## config.mk

```make
export PLATFORM = sky130hd
export DESIGN_NAME = remote_receiver
export DESIGN_NICKNAME = d
export VERILOG_FILES = /design/src/rtl/remote_receiver.sv
export SDC_FILE = /design/constraint.sdc
export NUM_CORES = 1
export LEC_CHECK = 0
export BUFFER_PORTS_ARGS = -buffer_cell sky130_fd_sc_hd__buf_2
export CAP_MARGIN = 15
export CORE_ASPECT_RATIO = 1.25
export CORE_MARGIN = 2
export CORE_UTILIZATION = 35
export CTS_CLUSTER_DIAMETER = 150
export CTS_CLUSTER_SIZE = 20
export DETAILED_ROUTE_END_ITERATION = 6
export PLACE_DENSITY = 0.63
export SYNTH_ARGS = -nofsm -noshare
export SYNTH_HDL_FRONTEND = slang
export SYNTH_SLANG_ARGS = --single-unit
```

## constraint.sdc

```tcl
create_clock -name i_clk -period 4 [get_ports i_clk]
set_clock_uncertainty 0.15 [all_clocks]
set_input_delay 0.4 -clock i_clk [delete_from_list [all_inputs] [get_ports i_clk]]
set_output_delay 0.4 -clock i_clk [all_outputs]
set_load 0.01 [all_outputs]
```

## src/rtl/remote_receiver.sv

```systemverilog
// Serial frame receiver: start/data/parity/stop slots sampled at mid-slot,
// good payloads strobed on o_data_valid, malformed frames flagged on o_frame_err.
//
// state    | meaning
// ---------+---------------------------------------------------------
// S_IDLE   | line idle, waiting for a synchronized rising edge
// S_START  | counting to half a slot to confirm the start bit
// S_DATA   | sampling payload bits LSB first, one per slot
// S_PARITY | sampling the even-parity slot
// S_STOP   | sampling the stop slot, then strobing valid or error
module remote_receiver #(
   parameter int BIT_TICKS = 16,
   parameter int DATA_W    = 5
) (
   input  logic              i_clk,
   input  logic              i_rst_n,
   input  logic              i_serial_in,
   output logic [DATA_W-1:0] o_data_out,
   output logic              o_data_valid,
   output logic              o_frame_err,
   output logic              o_busy
);

   localparam int TW = (BIT_TICKS > 2) ? $clog2(BIT_TICKS) : 1;
   localparam int IW = (DATA_W > 1) ? $clog2(DATA_W) : 1;
   localparam logic [TW-1:0] TICK_HALF = TW'(BIT_TICKS / 2 - 1);
   localparam logic [TW-1:0] TICK_LAST = TW'(BIT_TICKS - 1);
   localparam logic [IW-1:0] IDX_LAST  = IW'(DATA_W - 1);

   typedef enum logic [2:0] {
      S_IDLE,
      S_START,
      S_DATA,
      S_PARITY,
      S_STOP
   } state_t;

   state_t            r_state;
   logic              r_sync1;
   logic              r_s;
   logic              r_s_prev;
   logic [TW-1:0]     r_tick;
   logic [IW-1:0]     r_idx;
   logic [DATA_W-1:0] r_shift;
   logic              r_parity;
   logic [DATA_W-1:0] r_data_out;
   logic              r_data_valid;
   logic              r_frame_err;
   logic              r_busy;
   logic              w_rise;

   assign w_rise       = r_s & ~r_s_prev;
   assign o_data_out   = r_data_out;
   assign o_data_valid = r_data_valid;
   assign o_frame_err  = r_frame_err;
   assign o_busy       = r_busy;

   always_ff @(posedge i_clk) begin
      if (!i_rst_n) begin
         r_state      <= S_IDLE;
         r_sync1      <= 1'b0;
         r_s          <= 1'b0;
         r_s_prev     <= 1'b0;
         r_tick       <= '0;
         r_idx        <= '0;
         r_shift      <= '0;
         r_parity     <= 1'b0;
         r_data_out   <= '0;
         r_data_valid <= 1'b0;
         r_frame_err  <= 1'b0;
         r_busy       <= 1'b0;
      end else begin
         r_sync1      <= i_serial_in;
         r_s          <= r_sync1;
         r_s_prev     <= r_s;
         r_data_valid <= 1'b0;
         r_frame_err  <= 1'b0;
         case (r_state)
            S_IDLE: begin
               if (w_rise) begin
                  r_state <= S_START;
                  r_tick  <= TW'(1);
                  r_busy  <= 1'b1;
               end
            end
            S_START: begin
               if (r_tick == TICK_HALF) begin
                  r_tick <= '0;
                  r_idx  <= '0;
                  // A start bit that is gone by mid-slot is treated as noise.
                  if (r_s) begin
                     r_state <= S_DATA;
                  end else begin
                     r_state <= S_IDLE;
                     r_busy  <= 1'b0;
                  end
               end else begin
                  r_tick <= r_tick + TW'(1);
               end
            end
            S_DATA: begin
               if (r_tick == TICK_LAST) begin
                  r_shift[r_idx] <= r_s;
                  r_tick         <= '0;
                  if (r_idx == IDX_LAST) begin
                     r_state <= S_PARITY;
                  end else begin
                     r_idx <= r_idx + IW'(1);
                  end
               end else begin
                  r_tick <= r_tick + TW'(1);
               end
            end
            S_PARITY: begin
               if (r_tick == TICK_LAST) begin
                  r_parity <= r_s;
                  r_tick   <= '0;
                  r_state  <= S_STOP;
               end else begin
                  r_tick <= r_tick + TW'(1);
               end
            end
            S_STOP: begin
               if (r_tick == TICK_LAST) begin
                  if (!r_s && ((^r_shift) == r_parity)) begin
                     r_data_out   <= r_shift;
                     r_data_valid <= 1'b1;
                  end else begin
                     r_frame_err <= 1'b1;
                  end
                  r_tick  <= '0;
                  r_state <= S_IDLE;
                  r_busy  <= 1'b0;
               end else begin
                  r_tick <= r_tick + TW'(1);
               end
            end
            default: begin
               r_state <= S_IDLE;
               r_busy  <= 1'b0;
            end
         endcase
      end
   end

endmodule

```

==> reports/results.tsv, run 1 <==
metric	value	unit
DP HPWL	2250	microns
Min Hold Slack	0.174	ns
Clock power frac	0.341	
vias per cell	5.52	
unrepaired setup endpoints after global routing	false	
Register Area	541	sq um
Antenna Cells	0	
worst setup margin	1.86	ns
routability congestion estimate	0.848	
data required time at the worst endpoint	4.05	ns
finished layout cell area	1510	sq um
Die Y-Extent	74.4	microns
post_cts resized	0	
Critical Path Source Type	flip-flop	
Area contributors post-synth	dfxtp_1 39%, mux2i_1 7.2%, nand2_1 4.1%	
die width	60.3	microns
Syn. warnings	0	
Antenna Nets Post-Route	0	
PwrDens	298	nW/um^2
FMAX	468	MHz
Reg2Reg Setup Slack	1.86	ns
Worst Setup End Kind	flip-flop	
LEAKAGE	0.000561	uW
sequential share of the synthesized area	0.390	
Max Fanout on Critical Path	15	
top-count cell post-synth	dfxtp_1	
gr usage total	0.151	
Initial DRT Pass Iterations	4	
Seq pwr share	0.616	
Max-Cap Viols	0	
asr flop ratio synth	0	
switch share	0.221	
final number of setup-violating endpoints	0	
worst ir drop on vdd	0.200	mV
power share of the combinational group	0.043	
CTS H-tree lvls	1	
vias in the first global route	1086	
# rows	25	
Core Area	3780	sq um
Post-synth top cells	27 x dfxtp_1, 15 x nand2_1, 14 x nor2_1	
Reg clk slew, reported paths	0.09	ns
CTS tree	done	
worst min path class	primary input to flip-flop	
total CTS buffers	3	
Post-route DRC	0	
antenna violations before repair	0	
period utilisation layout	0.534	
EDFF count, synth	0	
Sink Count	27	
Slew @ Worst Pin	0.662	ns
total wire length	3090	microns
Synth Area per Inst	8.77	sq um
Filler cells	392	
placed inst area	1460	sq um
NetSw	99.3	uW
post-synthesis cell count	158	
layout cells sized above 1	0.104	
pin count of the biggest net entering global routing	17	
Initial Util	0.366	
Slew HR	0.558	
CTS Hold Bufs	0	
fin crit period	2.14	ns
post-synth design cell area	1390	sq um
Int Pwr	350	uW
Cell variety after synth	41	
DP Worst Slack	1.89	ns
die area	4480	sq um
reg2reg path depth	4	
Bufs on Longest Clock Path	2	
1st-iter DRT viols	30	
WHS Path Cells	2	
vias post-DR	1197	
#FFs+latches synth	27	
CTS Root Buffer Type	clkbuf_8	
setup TNS	0	ns
first-pass GRT wire length	5070	microns
Post-layout nets	170	
post-synth net total	164	
area leader, netlist	dfxtp_1	
arrival time worst endpoint	2.19	ns
Area growth syn-to-layout	8.84	%
DR WL/cell	14.2	microns
port buffer count	10	
Hold Vio Cnt, Final	0	
top cell type's share of synthesized area	0.390	
Most used DFF post-synth	dfxtp_1	
I/O pin count	11	
Congestion Overflow GR	0	
classification of the worst setup path	flip-flop to flip-flop	
Multi-input gate area	776	sq um
outcome	finished, final reports clean	
Clk Latency, worst-skew pair	0.27	ns
fin. max-slew vios	0	
post-CTS setup repair buffer count	0	
-- critical path: stages (launching register included) --
cell and delay [ns]:
dfxtp_1 0.60, nor3b_2 0.32, or4b_4 0.51, mux2i_4 0.27, mux2i_1 0.21
-- layout make-up --
class / count / area share
multi-input combinational: 114 / 0.514
clock buffer: 4 / 0.0299
tap: 54 / 0.0448
inverter: 8 / 0.0199
sequential: 27 / 0.358
timing repair buffer: 10 / 0.0332
-- cell usage in the layout, fill, tap and decap left out, types with 2 or more instances in the layout --
cell,Yosys,final
a21oi_1,8,8
a311oi_1,3,3
a31oi_1,3,3
a41oi_1,2,2
and2_1,4,4
buf_2,2,10
clkbuf_8,0,3
dfxtp_1,27,27
ha_1,3,3
inv_1,8,8
mux2i_1,10,10
nand2_1,15,15
nand3_1,6,6
nand4_1,5,5
nor2_1,14,14
nor3_1,4,4
nor3b_1,2,2
nor4_1,3,3
o21ai_0,5,5
o31ai_1,4,4
xnor2_1,4,4
-- per-layer routing --
| layer | track usage | vias to the layer above | part of all wire |
|---|---|---|---|
| li1 | - | 586 | - |
| met1 | 0.175 | 578 | 0.41 |
| met2 | 0.262 | 28 | 0.52 |
| met3 | 0.0278 | 5 | 0.042 |
| met4 | 0.0765 | 0 | 0.020 |
| met5 | 0 | - | 0 |
-- flip-flops by register name (all words and copies together), names as in the netlist, 3 cells and up --
register / flops
o_data_out: 5
r_shift: 5
r_tick: 4
r_idx: 3
r_state: 3
-- power by group through the flow --
stage,Combinational [uW],Clock [uW],Sequential [uW]
after floorplan,15.6,0,280
after global placement,18.6,0,283
after detailed placement,19.2,0,283
after CTS,19.3,160,277
after global routing,21.3,170,278
final,19.3,154,277
-- through the flow --
| step | utilization | total power (uW) | instances |
|---|---|---|---|
| final | 0.399 | 450 | 217 |
| after global routing | 0.399 | 469 | 217 |
| after CTS | 0.399 | 456 | 217 |
| after detailed placement | 0.387 | 302 | 213 |
| after global placement | 0.387 | 301 | 213 |
| after floorplan | - | 296 | 158 |
-- path summary, 6_finish.rpt --
path,start,to
max reg2reg,r_state[2],o_data_out[2]
min reg2reg,r_sync1,r_s
min,i_serial_in,r_sync1
max,r_state[2],o_data_out[2]
-- kinds of logic (layout without fill, tap and decap cells) --
| family | count (synthesis) | in the layout | share of synthesized area |
|---|---|---|---|
| muxes | 11 | 11 | 0.0884 |
| DFF | 27 | 27 | 0.390 |
| AOI/OAI and AO/OA | 32 | 32 | 0.161 |
| buffers and inverters | 17 | 22 | 0.0505 |
| and+or+nand+nor | 63 | 63 | 0.242 |
| adders and majority gates | 3 | 3 | 0.0271 |
| xor gates and xnor gates | 5 | 5 | 0.0415 |
Note: power is estimated with default switching activity, not from simulation.
==> inputs of run 2 (changes only) <==
--- a/config.mk
+++ b/config.mk
@@ -5,6 +5,7 @@
 export SDC_FILE = /design/constraint.sdc
 export NUM_CORES = 1
 export LEC_CHECK = 0
+export ABC_AREA = 1
 export BUFFER_PORTS_ARGS = -buffer_cell sky130_fd_sc_hd__buf_2
 export CAP_MARGIN = 15
 export CORE_ASPECT_RATIO = 1.25
==> constraint.sdc (replaced) <==
create_clock -name i_clk -period 2.1 [get_ports i_clk]
set_clock_uncertainty 0.15 [all_clocks]
set_input_delay 0.21 -clock i_clk [delete_from_list [all_inputs] [get_ports i_clk]]
set_output_delay 0.21 -clock i_clk [all_outputs]
set_load 0.01 [all_outputs]
==> reports/results.tsv, run 2 <==
metric	value	unit	change
asr flop ratio synth	0		unchanged
CP max-delay cell	dfxtp_1		unchanged
Post-synth top cells	48 x nand2_1, 32 x inv_1, 27 x dfxtp_1		was 27 x dfxtp_1, 15 x nand2_1, 14 x nor2_1
worst path bufs/invs	1		was 0
fin cells	278		was 217
placed cells	273		was 213
Core Area	4070	sq um	was 3780 sq um
vias per cell	4.47		was 5.52
Sink Count	27		unchanged
leading cell types in the layout, fill and taps excluded	48 x nand2_1, 32 x inv_1, 27 x dfxtp_1		was 27 x dfxtp_1, 15 x nand2_1, 14 x nor2_1
unrepaired setup endpoints after global routing	false		unchanged
classification of the worst setup path	flip-flop to flip-flop		unchanged
top cell type's share of synthesized area	0.365		was 0.390
Bufs on Longest Clock Path	2		unchanged
Antenna Nets Post-Route	0		unchanged
LEAKAGE	0.000801	uW	was 0.000561 uW
Final Util	0.405		was 0.399
CTS tree	done		unchanged
1st-iter DRT viols	43		was 30
Initial DRT Pass Iterations	4		unchanged
Multi-input gate area	779	sq um	was 776 sq um
Reg clk slew, reported paths	0.09	ns	about the same
Post-route DRC	0		unchanged
DP HPWL	2140	microns	was 2250 microns
worst ir drop on vdd	0.327	mV	was 0.200 mV
antenna violations before repair	0		unchanged
DR WL/cell	9.91	microns	was 14.2 microns
crit path from	r_tick[1]		was r_state[2]
fin crit period	1.67	ns	was 2.14 ns
first-pass GRT wire length	5100	microns	was 5070 microns
port buffer count	10		unchanged
total CTS buffers	3		unchanged
period utilisation layout	0.796		was 0.534
post-synth design cell area	1480	sq um	was 1390 sq um
Slew HR	0.743		was 0.558
outcome	finished, final reports clean		unchanged
data required time at the worst endpoint	2.13	ns	was 4.05 ns
post-synthesis cell count	209		was 158
Min Hold Slack	0.147	ns	was 0.174 ns
crit path cell chain	ha_1, nand2_2, nor2_1, inv_1, nand2_2, nand2_4, nor3_4, nand3_1, nand2_1, nor2_1		was nor3b_2, or4b_4, mux2i_4, mux2i_1
Reg2Reg Setup Slack	0.43	ns	was 1.86 ns
vias post-DR	1243		was 1,197
routability congestion estimate	0.782		was 0.848
vias in the first global route	1224		was 1,086
pin count of the biggest net entering global routing	18		was 17
post_cts resized	0		unchanged
total wire length	2750	microns	was 3090 microns
Worst setup endpoint	r_state[1]		was o_data_out[2]
Initial Util	0.364		was 0.366
setup TNS	0	ns	unchanged
Register Area	541	sq um	unchanged
worst min path class	primary input to flip-flop		unchanged
Area growth syn-to-layout	11.4	%	was 8.84%
WHS Path Cells	3		was 2
CTS Root Buffer Type	clkbuf_8		unchanged
Worst Setup End Kind	flip-flop		unchanged
RR Endpoint	r_state[1]		was o_data_out[2]
die width	62.1	microns	was 60.3 microns
Congestion Overflow GR	0		unchanged
Cell variety after synth	30		was 41
Post-layout nets	229		was 170
I/O pin count	11		unchanged
EDFF count, synth	0		unchanged
top-count cell post-synth	nand2_1		was dfxtp_1
Die Y-Extent	76.7	microns	was 74.4 microns
Critical Path Source Type	flip-flop		unchanged
gr usage total	0.130		was 0.151
reg2reg path depth	10		was 4
post-CTS setup repair buffer count	0		unchanged
Crit path depth	10		was 4
Slew @ Worst Pin	0.385	ns	was 0.662 ns
arrival time worst endpoint	1.70	ns	was 2.19 ns
final number of setup-violating endpoints	0		unchanged
# rows	26		was 25
sequential share of the synthesized area	0.365		was 0.390
Syn. warnings	0		unchanged
commonest non-fill, non-tap cell in the layout	nand2_1		was dfxtp_1
#FFs+latches synth	27		unchanged
CP max stage delay	0.36	ns	was 0.60 ns
Antenna Cells	0		unchanged
Max-Cap Viols	0		unchanged
CTS H-tree lvls	1		unchanged
post-synth net total	215		was 164
area leader, netlist	dfxtp_1		unchanged
die area	4760	sq um	was 4480 sq um
Clk Latency, worst-skew pair	0.27	ns	about the same
Most used DFF post-synth	dfxtp_1		unchanged
Critical R2R Launch	r_tick[1]		was r_state[2]
Synth Area per Inst	7.08	sq um	was 8.77 sq um
Hold Vio Cnt, Final	0		unchanged
Filler cells	450		was 392
Max Fanout on Critical Path	4		was 15
FMAX	598	MHz	was 468 MHz
layout cells sized above 1	0.180		was 0.104
fin. max-slew vios	0		unchanged
PwrDens	872	nW/um^2	was 298 nW/um^2
cell family with most CP delay	simple AND/OR/NAND/NOR gates		unchanged
Area contributors post-synth	dfxtp_1 37%, nand2_1 12%, inv_1 8.1%		was dfxtp_1 39%, mux2i_1 7.2%, nand2_1 4.1%
-- run 2: cell count changes after synthesis, sizes merged, moves of 7 or more --
cell,before,now
a21oi,8,15
inv,8,36
mux2i,11,0
nand2,15,56
nand3,6,15
nor2,14,26
-- run 2: worst min-delay path, cell delays in order --
cell	delay (ns)
buf_2	0.20
nand2_1	0.09
inv_1	0.03
-- run 2: repair_timing --
action,4_1_cts,5_1_grt
endpoints found under the setup margin,0,0
hold buffers,1,0
hold endpoints to repair,1,0
-- run 2: area by class of cell --
| class | instances | area share |
|---|---|---|
| Sequential cell | 27 | 0.328 |
| Clock inverter | 1 | 0.00304 |
| Inverter | 37 | 0.0873 |
| Multi-Input combinational cell | 142 | 0.473 |
| Timing Repair Buffer | 12 | 0.0410 |
| Tap cell | 56 | 0.0425 |
| Clock buffer | 3 | 0.0251 |
-- run 2: where the power goes --
part           switching, uW  leakage [uW]  internal, uW
registers               58.3      0.000219           561
clock network            164     0.0000255           133
logic                    331      0.000557           189
-- run 2: metrics by stage --
| step | area [sq um] | setup WS, ns | total power [uW] |
|---|---|---|---|
| floorplan | 1480 | 0.579 | 1060 |
| global placement | 1590 | 0.463 | 1150 |
| detailed placement | 1590 | 0.430 | 1160 |
| CTS | 1650 | 0.415 | 1460 |
| global route | 1650 | 0.265 | 1560 |
| finish | 1650 | 0.429 | 1440 |
-- run 2: worst min path at each step --
stage / from / to / slack, ns
floorplan: i_serial_in / r_sync1 / 0.16
global placement: i_serial_in / r_sync1 / 0.24
detailed placement: i_serial_in / r_sync1 / 0.25
CTS: i_rst_n / r_s / 0.15
global route: i_rst_n / o_data_out[0] / 0.17
finish: i_rst_n / r_s / 0.15
-- run 2: per-layer routing --
layer  share of wire  global-route usage
met1            0.46               0.147
met2            0.51               0.243
met3           0.022              0.0205
met4           0.012              0.0444
met5               0                   0
-- run 2: cell families after synthesis --
group           count (synthesis)  synth area share
flops                          27             0.365
buf+inv                        40             0.107
fa+ha+maj                       3            0.0254
simple gates                  108             0.375
compound gates                 28             0.109
xor+xnor                        3            0.0178
